<file path="src/rtl/rename_stage.sv">
// Register-rename stage: speculative RAT plus circular free list feeding issue_queue.
// Optional macro RENAME_FLUSH_EN adds a committed RAT/head and flush recovery.
module rename_stage #(
   parameter int FREE_DEPTH = 32
) (
   input  logic        clk,
   input  logic        reset_n,
   input  logic        dec_valid,
   output logic        dec_ready,
   input  logic [4:0]  dec_rd,
   input  logic [4:0]  dec_rs1,
   input  logic [4:0]  dec_rs2,
   input  logic [2:0]  dec_funct3,
   input  logic [6:0]  dec_funct7,
   input  logic [6:0]  dec_opcode,
   input  logic [31:0] dec_immediate,
   input  logic [5:0]  rob_index,
   input  logic        rob_full,
   input  logic        issue_queue_full,
   input  logic        retire_enable,
   input  logic [5:0]  retire_old_phys_rd,
`ifdef RENAME_FLUSH_EN
   input  logic        flush,
   input  logic [4:0]  retire_arch_rd,
   input  logic [5:0]  retire_phys_rd,
`endif
   output logic        write_enable,
   output logic [5:0]  phys_rd,
   output logic [5:0]  phys_rs1,
   output logic [5:0]  phys_rs2,
   output logic [5:0]  old_phys_rd,
   output logic [2:0]  funct3,
   output logic [6:0]  funct7,
   output logic [6:0]  opcode,
   output logic [31:0] immediate,
   output logic [5:0]  ROB_entry_index,
   output logic [5:0]  free_count
);

   logic [5:0] rat [32];
   logic [5:0] free_list [FREE_DEPTH];
   logic [5:0] head;
   logic [5:0] tail;
   logic       flush_now;
   logic       accept;
   logic       pop;
   logic       push;

`ifdef RENAME_FLUSH_EN
   logic [5:0] crat [32];
   logic [5:0] chead;
   assign flush_now = flush;
`else
   assign flush_now = 1'b0;
`endif

   // Pointers carry a wrap bit, so tail - head spans 0..FREE_DEPTH.
   assign free_count = tail - head;
   assign dec_ready  = !rob_full && !issue_queue_full && !flush_now &&
                       (free_count != 6'd0 || dec_rd == 5'd0);
   assign accept     = dec_valid && dec_ready;
   assign pop        = accept && (dec_rd != 5'd0);
   assign push       = retire_enable && (retire_old_phys_rd != 6'd0) &&
                       (free_count != 6'(FREE_DEPTH));

   always_ff @(posedge clk or negedge reset_n) begin
      if (!reset_n) begin
         for (int i = 0; i < 32; i++) rat[i] <= 6'(i);
         for (int k = 0; k < FREE_DEPTH; k++) free_list[k] <= 6'(32 + k);
         head            <= '0;
         tail            <= 6'(FREE_DEPTH);
         write_enable    <= 1'b0;
         phys_rd         <= '0;
         phys_rs1        <= '0;
         phys_rs2        <= '0;
         old_phys_rd     <= '0;
         funct3          <= '0;
         funct7          <= '0;
         opcode          <= '0;
         immediate       <= '0;
         ROB_entry_index <= '0;
      end else begin
         write_enable <= accept;
         if (push) begin
            free_list[tail[4:0]] <= retire_old_phys_rd;
            tail                 <= tail + 6'd1;
         end
         // Sources read the RAT before this instruction's own rd update.
         if (accept) begin
            phys_rs1        <= rat[dec_rs1];
            phys_rs2        <= rat[dec_rs2];
            funct3          <= dec_funct3;
            funct7          <= dec_funct7;
            opcode          <= dec_opcode;
            immediate       <= dec_immediate;
            ROB_entry_index <= rob_index;
            if (pop) begin
               phys_rd     <= free_list[head[4:0]];
               old_phys_rd <= rat[dec_rd];
               rat[dec_rd] <= free_list[head[4:0]];
               head        <= head + 6'd1;
            end else begin
               phys_rd     <= '0;
               old_phys_rd <= '0;
            end
         end
`ifdef RENAME_FLUSH_EN
         if (flush) begin
            rat  <= crat;
            head <= chead;
         end
`endif
      end
   end

`ifdef RENAME_FLUSH_EN
   always_ff @(posedge clk or negedge reset_n) begin
      if (!reset_n) begin
         for (int i = 0; i < 32; i++) crat[i] <= 6'(i);
         chead <= '0;
      end else if (retire_enable && retire_arch_rd != 5'd0) begin
         crat[retire_arch_rd] <= retire_phys_rd;
         chead                <= chead + 6'd1;
      end
   end
`endif

endmodule

</file>
<file path="config.mk">
export PLATFORM = sky130hd
export DESIGN_NAME = rename_stage
export DESIGN_NICKNAME = d
export VERILOG_FILES = /design/src/rtl/rename_stage.sv
export SDC_FILE = /design/constraint.sdc
export NUM_CORES = 1
export LEC_CHECK = 0
export BUFFER_PORTS_ARGS = -buffer_cell sky130_fd_sc_hd__buf_2
export CAP_MARGIN = 20
export CELL_PAD_IN_SITES_DETAIL_PLACEMENT = 0
export CELL_PAD_IN_SITES_GLOBAL_PLACEMENT = 1
export CORE_MARGIN = 3
export CORE_UTILIZATION = 45
export CTS_CLUSTER_SIZE = 16
export DETAILED_ROUTE_END_ITERATION = 7
export GPL_ROUTABILITY_DRIVEN = 0
export PLACE_DENSITY = 0.81
export SYNTH_ARGS = -nofsm -noshare
export SYNTH_HDL_FRONTEND = slang
export SYNTH_SLANG_ARGS = --single-unit
</file>
<file path="constraint.sdc">
create_clock -name clk -period 5.4 [get_ports clk]
set_input_delay 0.54 -clock clk [delete_from_list [all_inputs] [get_ports clk]]
set_output_delay 0.54 -clock clk [all_outputs]
set_load 0.01 [all_outputs]
</file>
Word level (Yosys, flattened, before mapping)
Index checks and enable logic that the tools add are counted.
{ "word_totals": {"output_inout_bits": 87, "word_cells": 128, "reg_bits": 476, "inputBits": 82} }
{ "op_classes": {"eq_ne": 1, "mux": 20, "bitwise": 5, "reduce_logical": 16, "n_lt_le_gt_ge": 7, "n_addsub": 3} }
{ "op_table": {"columns": ["op", "n"], "rows": [
  ["$bwmux W192", 2],
  ["$bmux W6 S5", 4],
  ["$mux W6", 12],
  ["$demux W6 S5", 2],
  ["$ge A6 B6 Y1 const B", 5],
  ["$not A5 Y6", 5],
  ["$add A6 B1 Y6 const B", 2],
  ["$lt A6 B1 Y1 const B", 2],
  ["$reduce_bool A6 Y1", 2],
  ["$logic_and A1 B1 Y1", 8],
  ["$ne A6 B6 Y1 const B", 1],
  ["$sub A6 B6 Y6", 1],
  ["$logic_not A5 Y1", 1],
  ["$reduce_bool A5 Y1", 1],
  ["$logic_not A1 Y1", 2],
  ["$reduce_and A2 Y1", 1],
  ["$logic_or A1 B1 Y1", 1]
]} }

Depth between registers and ports, before layout
{ "depth": {"word_depth": 7, "mapped_depth": 13, "depth_no_buf": 9} }

Worst setup path before layout
Ideal clock, no wire load.
{ "synth_timing": {"path_type": "flip-flop to flip-flop", "startpoint": "reg head[4]", "endpoint": "reg phys_rs1[0]", "arrival_time_ns": 3.413, "stages_incl_launch_ff": 12, "required_time_ns": 5.275, "period_less_slack_ns": 3.537, "setup_ns": 0.125, "slack_ns": 1.863, "path_buffers": 3, "cell_sequence": "dfrtp_1 > clkinv_1 > buf_1 > ha_1 > and2_0 > o21a_1 > a31o_2 > or4_1 > clkbuf_1 > o21ai_2 > buf_2 > mux2_2"} }
{ "synth_between": {"elab_chain_cells": 5} }
{ "synth_lines": {"columns": ["element", "line", "source"], "rows": [
  ["start, declared", "42", "logic [5:0] head;"],
  ["start signal, assigned", "101", "head <= head + 6'd1;"],
  ["$sub A6 B6 Y6", "58", "assign free_count = tail - head;"],
  ["$reduce_bool A6 Y1", "60", "(free_count != 6'd0 || dec_rd == 5'd0);"],
  ["$logic_or A1 B1 Y1", "60", null],
  ["$logic_and A1 B1 Y1", "59", "assign dec_ready = !rob_full && !issue_queue_full && !flush_now &&"],
  ["$logic_and A1 B1 Y1", "61", "assign accept = dec_valid && dec_ready;"],
  ["end signal, assigned", "90", "phys_rs1 <= rat[dec_rs1];"],
  ["end, declared", "29", "output logic [5:0] phys_rs1,"]
]} }
Every way passes these cells.
A chain may end at the register's enable or synchronous reset.

Worst setup path after layout
{ "layout_timing": {"startpoint": "reg head[0]", "endpoint": "out dec_ready"} }
{ "layout_between": {"elab_chain_cells": 4} }
{ "layout_lines": {"columns": ["element", "line", "source"], "rows": [
  ["$sub A6 B6 Y6", "58", null],
  ["$reduce_bool A6 Y1", "60", null],
  ["$logic_or A1 B1 Y1", "60", null],
  ["$logic_and A1 B1 Y1", "59", null],
  ["end, declared", "9", "output logic dec_ready,"]
]} }
Every way passes these cells.

==> results.py <==
metrics = {
    "layout": {
        "synthToLayoutAreaGrowth_pct": 13.1,
        "drive_gt1_frac": 0.657,
        "finalInstanceArea_um2": 28100,
        "fin_nets": 1813,
    },
    "grt": {
        "grt_pass1_vias": 15751,
        "grt.met3_usage": 0.0520,
        "grt.busiest_layer": "met2",
        "grt_pass1_wl_um": 95900,
        "overflow": 0,
        "grt_usage": 0.217,
        "grt_use_met1": 0.295,
        "antenna_found_initial": 0,
        "grt_max_degree": 156,
        "use_met2": 0.345,
    },
    "yosys": {
        "synthMuxAreaShare": 0.399,
        "ys_seq_elements": 476,
        "synth_area_leaders": "dfrtp_1 (28%), dfstp_2 (20%), mux2_2 (20%), mux4_2 (19%), clkbuf_1 (1.2%)",
        "ys_types": 53,
        "ys_top_cells_by_count": "mux2_2 (438), dfrtp_1 (283), mux4_2 (214)",
        "syn-num-nets": 1692,
        "synth_area_um2": 24900,
        "synth_simple_gate_area_share": 0.0445,
        "yosys.area_share.adder": 0.00584,
        "synth.most_common_cell": "mux2_2",
        "synthFlopType": "dfrtp_1",
        "yosysSeqAreaShare": 0.489,
        "avgSynthCellArea_um2": 15.6,
        "synth_edf_count": 0,
        "synth_cells": 1599,
        "synth_top_family_by_area": "multiplexers",
        "yosysTopAreaCell": "dfrtp_1",
        "yosys_warnings": 0,
        "synth_compound_area_frac": 0.0348,
        "synthArstFlopShare": 1.00,
        "synth_top_area_share": 0.285,
        "synthXorXnorAreaFrac": 0.00493,
    },
    "place": {
        "dp_slack_ns": 1.59,
        "numPortBuffers": 168,
        "dp_hpwl_um": 41200,
        "placed_cell_area_um2": 26300,
    },
    "power": {
        "p_total_mw": 13.7,
        "p_clk_frac": 0.262,
        "p_seq_frac": 0.402,
        "p_int_mw": 9.15,
        "comb_power_share": 0.336,
        "p_switching_mw": 4.56,
        "cellPowerDensity_nw_per_um2": 487,
        "p_sw_frac": 0.333,
        "power_leakage_nw": 11.8,
        "vdd_ir_drop_max_v": 0.000419,
    },
    "clock_tree": {
        "clkLatencyLatePin_ns": 0.62,
        "cts.path.max_buffers": 3,
        "path_clk_slew_ns": 0.07,
        "clock_sinks": 476,
        "cts_root_buf": "clkbuf_16",
        "cts_setup_buffers": 0,
        "cts_made_buffers": 50,
        "htreeDepth": 2,
        "cts_tree": "yes",
        "cts-resized-gates": 0,
    },
    "hold_path": {
        "min_path_type": "in -> reg",
        "whs_endpoint": "immediate[16]$_DFFE_PN0N_",
        "hold_start": "dec_immediate[16]",
        "whs_path_depth": 2,
    },
    "timing": {
        "finalSetupTns_ns": 0,
        "fin_ws_ns": 1.03,
        "tightest_slew_ns": 1.05,
        "final-hold-violation-count": 0,
        "drv_slew": 0,
        "slew_headroom": 0.300,
        "report.final.setup_viol": 0,
        "finClkSkew_ns": 0.0262,
        "grt_setup_unrepaired": "false",
        "finalCritPeriodShare": 0.809,
        "max_freq_ghz": 0.229,
        "fin_crit_ns": 4.37,
    },
    "flow_run": {
        "drv_cap": 0,
    },
    "die": {
        "coreArea_um2": 54200,
        "rows": 85,
        "die_area_um2": 58100,
        "start_util": 0.459,
        "io_pins": 169,
        "die_w_um": 241,
        "die_y_um": 241,
    },
    "worst_setup_path": {
        "worst_ep_arrival_time_ns": 3.83,
        "r2r_end": "rat[140]$_DFFE_PN0P_",
        "r2r_slack_ns": 1.60,
        "cp_num_buf_inv": 2,
        "crit_family": "simple AND/OR/NAND/NOR gates",
        "setup.worst_path.end_class": "output pin",
        "crit_cells": 9,
        "reg2reg_from": "head[0]$_DFFE_PN0P_",
        "worstPathMaxFanout": 19,
        "critPathKind": "reg -> out",
        "worstPathRequired_ns": 4.86,
        "reg2reg_depth": 8,
        "critical_path.max_stage_delay_ns": 0.65,
        "crit_chain": "ha_1 > fa_1 > inv_1 > nor4_1 > mux2i_1 > or4_1 > nor2_1 > nor3_1 > buf_2",
        "startpoint_type": "flop",
        "slowest_stage": "dfrtp_4",
    },
    "routing": {
        "vias": 15285,
        "dr.pass1.iters": 7,
        "routed_wirelength_um": 63000,
        "ant_nets": 0,
        "drc": 0,
        "drt-initial-drc-count": 1258,
        "avgRoutedWirePerCell_um": 25.6,
        "via_per_inst": 6.22,
    },
    "outcome": {
        "status": "complete, no violations",
    },
}
cell type report:
type	count	area (um^2)
Multi-Input combinational cell	989	12200
Clock inverter	20	289
Sequential cell	476	12200
Inverter	11	41.3
Tap cell	696	871
Timing Repair Buffer	192	1170
Antenna cell	1	2.50
Clock buffer	73	1440
Fill cell	4387	26100
cell families after synthesis:
family	count (synthesis)
AO/OA/AOI/OAI	104
XOR/XNOR	14
adder cells (fa/ha/maj)	11
buffers and inverters	134
flip-flops	476
multiplexers	668
AND/OR/NAND/NOR	192
worst reg2reg max path, cell delays in order, from the launching register on:
cell       delay [ns]
dfrtp_4          0.65
ha_1             0.30
fa_1             0.51
inv_1            0.06
nor4_1           0.35
mux2i_1          0.21
or4_1            0.59
o2111ai_2        0.60
mux2_2           0.41
timing repair:
item / in CTS / in global routing
hold buffers: 1 / 0
endpoints found under the hold margin: 11 / 0
endpoints found under the setup margin: 0 / 0
power groups by stage:
stage / Combinational (mW) / Sequential [mW] / Clock (mW)
CTS: 4.64 / 5.51 / 3.66
global placement: 4.44 / 5.49 / 0
finish: 4.61 / 5.51 / 3.59
global route: 4.94 / 5.65 / 3.81
floorplan: 3.12 / 5.35 / 0
detailed placement: 4.62 / 5.56 / 0
registers in the layout (all words and copies together) (netlist names):
signal	flops
immediate	32
opcode	7
funct3	3
ROB_entry_index	6
funct7	7
tail	6
head	6
phys_rs2	6
write_enable	1
old_phys_rd	6
rat	192
phys_rd	6
free_list	192
phys_rs1	6
how the worst max path moves through the flow:
stage | startpoint | to
finish | head[0]$_DFFE_PN0P_ | dec_ready
global route | head[0]$_DFFE_PN0P_ | dec_ready
CTS | head[0]$_DFFE_PN0P_ | dec_ready
detailed placement | head[0]$_DFFE_PN0P_ | immediate[5]$_DFFE_PN0N_
global placement | head[0]$_DFFE_PN0P_ | immediate[16]$_DFFE_PN0N_
floorplan | head[4]$_DFFE_PN0P_ | phys_rs1[0]$_DFFE_PN0N_
layout by cell type (no fill, tap or decap), types with 3 or more instances in the layout:
| cell | instances |
|---|---|
| nand4_1 | 5 |
| or2_2 | 3 |
| nand2_1 | 60 |
| and3_1 | 4 |
| xor2_1 | 3 |
| nor3b_1 | 4 |
| a22o_1 | 30 |
| buf_4 | 17 |
| clkinvlp_4 | 5 |
| nand3_1 | 7 |
| mux2_2 | 438 |
| nor2b_1 | 6 |
| xnor2_1 | 11 |
| inv_1 | 9 |
| nor3_1 | 29 |
| clkbuf_1 | 13 |
| clkinv_2 | 6 |
| nand2b_1 | 10 |
| mux2i_1 | 6 |
| o21ai_0 | 13 |
| clkbuf_16 | 50 |
| o31ai_1 | 14 |
| o2bb2ai_1 | 6 |
| o22ai_1 | 24 |
| buf_2 | 164 |
| nand3b_1 | 11 |
| nor2_1 | 14 |
| buf_12 | 5 |
| and2_1 | 4 |
| nor3_2 | 25 |
| mux4_2 | 214 |
| bufinv_16 | 5 |
| mux2_1 | 10 |
| buf_16 | 3 |
| clkbuf_8 | 10 |
| dfstp_2 | 193 |
| ha_1 | 10 |
| dfrtp_1 | 281 |
| a2111oi_4 | 4 |
metrics by stage:
stage / hold WS, ns / std cells / util
finish: 0.167 / 2458 / 0.519
global route: 0.148 / 2457 / 0.519
CTS: 0.134 / 2455 / 0.518
detailed placement: 0.367 / 2361 / 0.486
global placement: 0.366 / 2359 / 0.485
floorplan: 0.244 / 1599 / -
metal layers:
layer / wire [um] / part of all wire
met1: 26100 / 0.41
met2: 29800 / 0.47
met3: 5060 / 0.080
met4: 2030 / 0.032
met5: 0 / 0
Note: power is estimated with default switching activity, not from simulation.
